===== src/rtl/ctrl_pipeline_if.sv =====
// Control-pipeline bus: ID-stage inputs, per-stage controls, forwarding and front-end controls.
interface ctrl_pipeline_if;
    logic [9:0]  ctrl_sig;
    logic [4:0]  id_rs;
    logic [4:0]  id_rt;
    logic [4:0]  id_rd;
    logic        branch_taken;

    logic        ex_alu_src;
    logic        ex_reg_dst;
    logic        ex_branch;
    logic [1:0]  ex_alu_op;
    logic [4:0]  ex_wreg;

    logic        mem_read;
    logic        mem_write;
    logic        mem_reg_write;
    logic [4:0]  mem_wreg;

    logic        wb_reg_write;
    logic        wb_mem2reg;
    logic [4:0]  wb_wreg;

    logic [1:0]  forward_a;
    logic [1:0]  forward_b;
    logic        pc_write;
    logic        ifid_write;
    logic        ifid_flush;
    logic [15:0] bubble_cnt;

    // Driver of the ID-stage fields and consumer of the pipeline controls.
    modport master (
        output ctrl_sig, id_rs, id_rt, id_rd, branch_taken,
        input  ex_alu_src, ex_reg_dst, ex_branch, ex_alu_op, ex_wreg,
        input  mem_read, mem_write, mem_reg_write, mem_wreg,
        input  wb_reg_write, wb_mem2reg, wb_wreg,
        input  forward_a, forward_b, pc_write, ifid_write, ifid_flush, bubble_cnt
    );

    // The control pipeline itself.
    modport slave (
        input  ctrl_sig, id_rs, id_rt, id_rd, branch_taken,
        output ex_alu_src, ex_reg_dst, ex_branch, ex_alu_op, ex_wreg,
        output mem_read, mem_write, mem_reg_write, mem_wreg,
        output wb_reg_write, wb_mem2reg, wb_wreg,
        output forward_a, forward_b, pc_write, ifid_write, ifid_flush, bubble_cnt
    );
endinterface


===== src/rtl/ctrl_pipeline.sv =====
// Control pipeline: ID/EX, EX/MEM and MEM/WB control registers with load-use stall,
// branch/jump flush, operand forwarding and a saturating bubble counter.
module ctrl_pipeline (
    input logic           clk,
    input logic           reset,
    ctrl_pipeline_if.slave bus
);

    typedef struct packed {
        logic       branch;
        logic       alu_src;
        logic       reg_dst;
        logic [1:0] alu_op;
        logic       mem_read;
        logic       mem_write;
        logic       reg_write;
        logic       mem2reg;
        logic [4:0] wreg;
        logic [4:0] rs;
        logic [4:0] rt;
    } idex_t;

    typedef struct packed {
        logic       mem_read;
        logic       mem_write;
        logic       reg_write;
        logic       mem2reg;
        logic [4:0] wreg;
    } exmem_t;

    typedef struct packed {
        logic       reg_write;
        logic       mem2reg;
        logic [4:0] wreg;
    } memwb_t;

    idex_t       idex_q, idex_d;
    exmem_t      exmem_q, exmem_d;
    memwb_t      memwb_q, memwb_d;
    logic [15:0] bubble_cnt_q, bubble_cnt_d;

    logic load_use;
    logic insert_bubble;
    logic stall;
    logic jump_flush;

    // Hazard detection and front-end stall/flush controls.
    always_comb begin
        load_use = idex_q.mem_read && (idex_q.wreg != 5'd0) &&
                   ((idex_q.wreg == bus.id_rs) || (idex_q.wreg == bus.id_rt));
        // A taken branch makes the ID instruction wrong-path, so its hazard is moot.
        stall         = load_use && !bus.branch_taken;
        insert_bubble = bus.branch_taken || load_use;
        jump_flush    = bus.ctrl_sig[9] && !bus.branch_taken && !load_use;

        // Reset forces the idle front-end values regardless of stale state or inputs.
        bus.pc_write   = reset || !stall;
        bus.ifid_write = reset || !stall;
        bus.ifid_flush = !reset && (bus.branch_taken || jump_flush);
    end

    // Next-state for the three stage registers and the bubble counter.
    always_comb begin
        idex_d           = '0;
        idex_d.branch    = bus.ctrl_sig[8];
        idex_d.alu_src   = bus.ctrl_sig[7];
        idex_d.reg_dst   = bus.ctrl_sig[6];
        idex_d.alu_op    = bus.ctrl_sig[5:4];
        idex_d.mem_read  = bus.ctrl_sig[3];
        idex_d.mem_write = bus.ctrl_sig[2];
        idex_d.reg_write = bus.ctrl_sig[1];
        idex_d.mem2reg   = bus.ctrl_sig[0];
        idex_d.wreg      = bus.ctrl_sig[6] ? bus.id_rd : bus.id_rt;
        idex_d.rs        = bus.id_rs;
        idex_d.rt        = bus.id_rt;
        // A nop carries no destination so it can never look like a producer.
        if (bus.ctrl_sig == 10'd0) begin
            idex_d.wreg = 5'd0;
        end
        if (insert_bubble) begin
            idex_d = '0;
        end

        exmem_d.mem_read  = idex_q.mem_read;
        exmem_d.mem_write = idex_q.mem_write;
        exmem_d.reg_write = idex_q.reg_write;
        exmem_d.mem2reg   = idex_q.mem2reg;
        exmem_d.wreg      = idex_q.wreg;

        memwb_d.reg_write = exmem_q.reg_write;
        memwb_d.mem2reg   = exmem_q.mem2reg;
        memwb_d.wreg      = exmem_q.wreg;

        bubble_cnt_d = bubble_cnt_q;
        if (insert_bubble && (bubble_cnt_q != 16'hFFFF)) begin
            bubble_cnt_d = bubble_cnt_q + 16'd1;
        end
    end

    // Stage registers; reset wins over every advance, stall or flush.
    always_ff @(posedge clk) begin
        if (reset) begin
            idex_q       <= '0;
            exmem_q      <= '0;
            memwb_q      <= '0;
            bubble_cnt_q <= 16'd0;
        end else begin
            idex_q       <= idex_d;
            exmem_q      <= exmem_d;
            memwb_q      <= memwb_d;
            bubble_cnt_q <= bubble_cnt_d;
        end
    end

    // Forwarding selects from registered state only; EX/MEM beats MEM/WB.
    always_comb begin
        bus.forward_a = 2'b00;
        bus.forward_b = 2'b00;
        if (exmem_q.reg_write && (exmem_q.wreg != 5'd0) && (exmem_q.wreg == idex_q.rs)) begin
            bus.forward_a = 2'b10;
        end else if (memwb_q.reg_write && (memwb_q.wreg != 5'd0) &&
                     (memwb_q.wreg == idex_q.rs)) begin
            bus.forward_a = 2'b01;
        end
        if (exmem_q.reg_write && (exmem_q.wreg != 5'd0) && (exmem_q.wreg == idex_q.rt)) begin
            bus.forward_b = 2'b10;
        end else if (memwb_q.reg_write && (memwb_q.wreg != 5'd0) &&
                     (memwb_q.wreg == idex_q.rt)) begin
            bus.forward_b = 2'b01;
        end
    end

    // Stage control outputs straight from the registers.
    always_comb begin
        bus.ex_alu_src    = idex_q.alu_src;
        bus.ex_reg_dst    = idex_q.reg_dst;
        bus.ex_branch     = idex_q.branch;
        bus.ex_alu_op     = idex_q.alu_op;
        bus.ex_wreg       = idex_q.wreg;
        bus.mem_read      = exmem_q.mem_read;
        bus.mem_write     = exmem_q.mem_write;
        bus.mem_reg_write = exmem_q.reg_write;
        bus.mem_wreg      = exmem_q.wreg;
        bus.wb_reg_write  = memwb_q.reg_write;
        bus.wb_mem2reg    = memwb_q.mem2reg;
        bus.wb_wreg       = memwb_q.wreg;
        bus.bubble_cnt    = bubble_cnt_q;
    end

endmodule


===== src/flat_wrapper.sv =====
// flat-port wrapper written by rule: the top's interface ports become plain ports
module ctrl_pipeline_flat 
  (clk, reset, bus_ctrl_sig, bus_id_rs, bus_id_rt, bus_id_rd, bus_branch_taken, bus_ex_alu_src, bus_ex_reg_dst, bus_ex_branch, bus_ex_alu_op, bus_ex_wreg, bus_mem_read, bus_mem_write, bus_mem_reg_write, bus_mem_wreg, bus_wb_reg_write, bus_wb_mem2reg, bus_wb_wreg, bus_forward_a, bus_forward_b, bus_pc_write, bus_ifid_write, bus_ifid_flush, bus_bubble_cnt);
  ctrl_pipeline_if bus_i ();
  input logic clk;
  input logic reset;
  input wire logic [$bits(bus_i.ctrl_sig)-1:0] bus_ctrl_sig;
  input wire logic [$bits(bus_i.id_rs)-1:0] bus_id_rs;
  input wire logic [$bits(bus_i.id_rt)-1:0] bus_id_rt;
  input wire logic [$bits(bus_i.id_rd)-1:0] bus_id_rd;
  input wire logic [$bits(bus_i.branch_taken)-1:0] bus_branch_taken;
  output wire logic [$bits(bus_i.ex_alu_src)-1:0] bus_ex_alu_src;
  output wire logic [$bits(bus_i.ex_reg_dst)-1:0] bus_ex_reg_dst;
  output wire logic [$bits(bus_i.ex_branch)-1:0] bus_ex_branch;
  output wire logic [$bits(bus_i.ex_alu_op)-1:0] bus_ex_alu_op;
  output wire logic [$bits(bus_i.ex_wreg)-1:0] bus_ex_wreg;
  output wire logic [$bits(bus_i.mem_read)-1:0] bus_mem_read;
  output wire logic [$bits(bus_i.mem_write)-1:0] bus_mem_write;
  output wire logic [$bits(bus_i.mem_reg_write)-1:0] bus_mem_reg_write;
  output wire logic [$bits(bus_i.mem_wreg)-1:0] bus_mem_wreg;
  output wire logic [$bits(bus_i.wb_reg_write)-1:0] bus_wb_reg_write;
  output wire logic [$bits(bus_i.wb_mem2reg)-1:0] bus_wb_mem2reg;
  output wire logic [$bits(bus_i.wb_wreg)-1:0] bus_wb_wreg;
  output wire logic [$bits(bus_i.forward_a)-1:0] bus_forward_a;
  output wire logic [$bits(bus_i.forward_b)-1:0] bus_forward_b;
  output wire logic [$bits(bus_i.pc_write)-1:0] bus_pc_write;
  output wire logic [$bits(bus_i.ifid_write)-1:0] bus_ifid_write;
  output wire logic [$bits(bus_i.ifid_flush)-1:0] bus_ifid_flush;
  output wire logic [$bits(bus_i.bubble_cnt)-1:0] bus_bubble_cnt;
  assign bus_i.ctrl_sig = bus_ctrl_sig;
  assign bus_i.id_rs = bus_id_rs;
  assign bus_i.id_rt = bus_id_rt;
  assign bus_i.id_rd = bus_id_rd;
  assign bus_i.branch_taken = bus_branch_taken;
  assign bus_ex_alu_src = bus_i.ex_alu_src;
  assign bus_ex_reg_dst = bus_i.ex_reg_dst;
  assign bus_ex_branch = bus_i.ex_branch;
  assign bus_ex_alu_op = bus_i.ex_alu_op;
  assign bus_ex_wreg = bus_i.ex_wreg;
  assign bus_mem_read = bus_i.mem_read;
  assign bus_mem_write = bus_i.mem_write;
  assign bus_mem_reg_write = bus_i.mem_reg_write;
  assign bus_mem_wreg = bus_i.mem_wreg;
  assign bus_wb_reg_write = bus_i.wb_reg_write;
  assign bus_wb_mem2reg = bus_i.wb_mem2reg;
  assign bus_wb_wreg = bus_i.wb_wreg;
  assign bus_forward_a = bus_i.forward_a;
  assign bus_forward_b = bus_i.forward_b;
  assign bus_pc_write = bus_i.pc_write;
  assign bus_ifid_write = bus_i.ifid_write;
  assign bus_ifid_flush = bus_i.ifid_flush;
  assign bus_bubble_cnt = bus_i.bubble_cnt;
  ctrl_pipeline u_core (.clk(clk), .reset(reset), .bus(bus_i));
endmodule

===== config.mk =====
export PLATFORM = sky130hd
export DESIGN_NAME = ctrl_pipeline_flat
export DESIGN_NICKNAME = d
export VERILOG_FILES = /design/src/rtl/ctrl_pipeline_if.sv /design/src/rtl/ctrl_pipeline.sv /design/src/flat_wrapper.sv
export SDC_FILE = /design/constraint.sdc
export NUM_CORES = 1
export LEC_CHECK = 0
export BUFFER_PORTS_ARGS = -buffer_cell sky130_fd_sc_hd__buf_4
export CAP_MARGIN = 15
export CORE_MARGIN = 2
export CORE_UTILIZATION = 52
export CTS_CLUSTER_DIAMETER = 120
export DETAILED_ROUTE_END_ITERATION = 10
export GPL_TIMING_DRIVEN = 0
export HOLD_SLACK_MARGIN = 0.05
export PLACE_DENSITY = 0.83
export RECOVER_POWER = 100
export SLEW_MARGIN = 15
export SYNTH_ARGS = -nofsm -noshare
export SYNTH_HDL_FRONTEND = slang
export SYNTH_SLANG_ARGS = --single-unit

===== constraint.sdc =====
create_clock -name clk -period 2.3 [get_ports clk]
set_input_delay 0.23 -clock clk [delete_from_list [all_inputs] [get_ports clk]]
set_output_delay 0.23 -clock clk [all_outputs]
set_load 0.02 [all_outputs]

==> impl_metrics.toml <==
[outcome]
status = "completed"

[place]
place.gp.congestion = 0.894
place_hpwl_um = 4900
port_buffers = 74
placed_area_sq_mm = 0.00342

[clock_tree]
hold_buffers = 0
cts.sinks = 56
cts_buffers = 5
tritoncts = "yes"
insertion_delay_ns = 0.31
htreeDepth = 2
clock_path_buffers = 2
clock_tree.root_cell = "clkbuf_8"
cts.reportedPaths.clkPinSlew_ns = 0.10

[layout]
fin_util = 0.694
multi_input_area_sq_mm = 0.00153
antenna_cells = 0
area_growth_pct = 28.3
fin_area_sq_mm = 0.00357
drive_above_1_share = 0.349
seq_area_sq_mm = 0.00113
fill_cells = 418
nNetsFinal = 401

[die]
die_h_um = 77.1
die_area_sq_mm = 0.00595
rows = 26
fp.dieW_um = 77.1
core-area_sq_mm = 0.00514
pin_count = 76
start_util = 0.541

[drt]
drc = 0
dr_total_vias = 2432
antenna_left = 0
viasPerCell = 5.49
drtIter0Drc = 102
wirelength_um = 6710
dr.pass1.iters = 5
post_drt_wl_per_cell_um = 15.1

[global_route]
grt_pass1_vias = 2296
grt-ovfl-total = 0
grt_max_degree = 18
grt_pass1_wl_um = 11000
gr-usage-all-layers = 0.227
antenna_found_initial = 0

[sta]
hold_violations = 0
period_share = 0.959
slew_viol_final = 0
tightestPinTransition_ns = 0.782
final.setup_skew_ns = 0.00447
slew_headroom = 0.474
rsz0062_at_grt = "yes"
max_freq_mhz = 453
setup_viol = 0
fin_crit_ns = 2.21

[worst_setup_path]
critPathTopFamily = "simple AND/OR/NAND/NOR gates"
path_cells = "xor2_1, nor3_2, a22oi_2, nor2_1, nand2_1, buf_4, buf_4"
cp_num_cells = 7
slowest_delay_ns = 0.46
critPathArrivalTime_ns = 1.98
worstPathMaxFanout = 5
crit_path_start_kind = "flip-flop"
worstSetupPathType = "flip-flop to output pin"
worst_path_most_repeated_cell = "buf_4"
path_buf_inv = 2
required_ns = 2.07
end_kind = "output pin"
cpMaxStageDelayCell = "dfxtp_1"
reg2reg_depth = 6

[logic_synthesis]
yosys.area.top_type_share = 0.403
syn_area_per_cell_sq_um = 9.59
ys_seq_elements = 56
ys_types = 52
synth_edf_count = 0
syn_nets = 319
syn_area_sq_mm = 0.00278
synth_area_leaders = "dfxtp_1, xor2_1, and2_1, nor2b_1, buf_4"
synthFlopType = "dfxtp_1"
synthArstFlopShare = 0
ys_seq_area_frac = 0.403
synth_top_cell_by_area = "dfxtp_1"
syn_inst = 290
yosysWarnings = 0

[power_and_ir_drop]
power_per_cell_area_mw_per_mm2 = 509
leakage_nw = 1.56
max-vdd-ir-drop_mv = 0.348
power_w = 0.00182

[worst_hold_path]
hp-class = "primary input to flip-flop"
hold_depth = 2

[flow_run]
cap_violations = 0
[flip-flops by register name (all words and copies together), names as in the netlist, 2 cells and up]
register,count
u_core.bus.bubble_cnt,16
u_core.idex_q,10
u_core.bus.ex_wreg,5
u_core.bus.mem_wreg,5
u_core.bus.wb_wreg,5
u_core.exmem_d,4
u_core.bus.ex_alu_op,2
[path summary, 6_finish.rpt]
path	startpoint	end	slack (ns)
worst max-delay path	u_core.bus.ex_wreg[3]	bus_pc_write	0.09
worst max register to register	u_core.bus.bubble_cnt[0]	u_core.bus.bubble_cnt[3]	0.11
worst min-delay path	bus_ctrl_sig[3]	u_core.exmem_d[8]	0.12
worst min register to register	u_core.exmem_q[5]	u_core.bus.wb_mem2reg	0.45
[Yosys cell counts (6+ instances only)]
cell type  number
mux2_2          6
dfxtp_1        56
and2_1         20
nor3_1         15
xor2_1         22
or4_1           7
a21oi_1         9
xnor2_1         8
buf_4          13
nand2_1         7
nor2b_1        20
nor2_1         14
o21ai_0        13
nand3_1        10
nor4_1          7
[layer usage]
metal	vias to the layer above	track usage	routed length, um
li1	1190	-	-
met2	105	0.387	3210
met1	1120	0.293	2950
met3	17	0.0294	396
met5	-	0	0
met4	0	0.0804	148
[per-stage QoR]
| stage | instances | hold slack [ns] | setup TNS, ns | setup slack (ns) |
|---|---|---|---|---|
| after detailed placement | 434 | 0.432 | 0 | 0.0858 |
| after global placement | 434 | 0.425 | 0 | 0.110 |
| after global routing | 443 | 0.122 | -0.0293 | -0.0293 |
| after CTS | 442 | 0.120 | 0 | 0.0380 |
| after floorplan | 290 | 0.352 | 0 | 0.122 |
| final | 443 | 0.121 | 0 | 0.0945 |
[cells in the final DEF (no fill, tap or decap), drive strengths merged, types with 3 or more instances in the layout]
master,netlist,final
nand2,7,7
nor3,16,16
o221ai,3,3
inv,3,3
or4,9,9
mux2,8,8
a21oi,9,9
nand3,10,10
o21ai,13,13
nor2,14,14
dfxtp,56,56
clkbuf,7,13
buf,16,91
nor2b,20,20
and2,20,20
xor2,22,22
or3,6,6
mux2i,5,5
xnor2,8,8
nand4,6,6
nor4,7,7
[cells by family after synthesis]
| logic type | synth area share |
|---|---|
| xor gates and xnor gates | 0.0945 |
| AOI/OAI and AO/OA | 0.114 |
| adders and majority gates | 0.00450 |
| and+or+nand+nor | 0.270 |
| muxes | 0.0518 |
| DFF | 0.403 |
| buffers and inverters | 0.0626 |
[power breakdown]
part | internal [W] | switching (W)
Clock | 0.000217 | 0.000319
Sequential | 0.000997 | 0.0000298
Combinational | 0.000126 | 0.000128
[timing repair]
item	in CTS	in global routing
setup buffers	0	1
endpoints found under the setup margin	2	15
resized for setup	3	10
pin swaps	0	2
[cell type report]
| cell class | count | area share |
|---|---|---|
| multi-input combinational | 208 | 0.428 |
| inverter | 3 | 0.00316 |
| clock buffer | 6 | 0.0203 |
| tap | 70 | 0.0246 |
| clock inverter | 2 | 0.00456 |
| sequential | 56 | 0.316 |
| timing repair buffer | 75 | 0.158 |
| buffer | 23 | 0.0456 |
No activity file was read; power rests on OpenSTA's default activity.
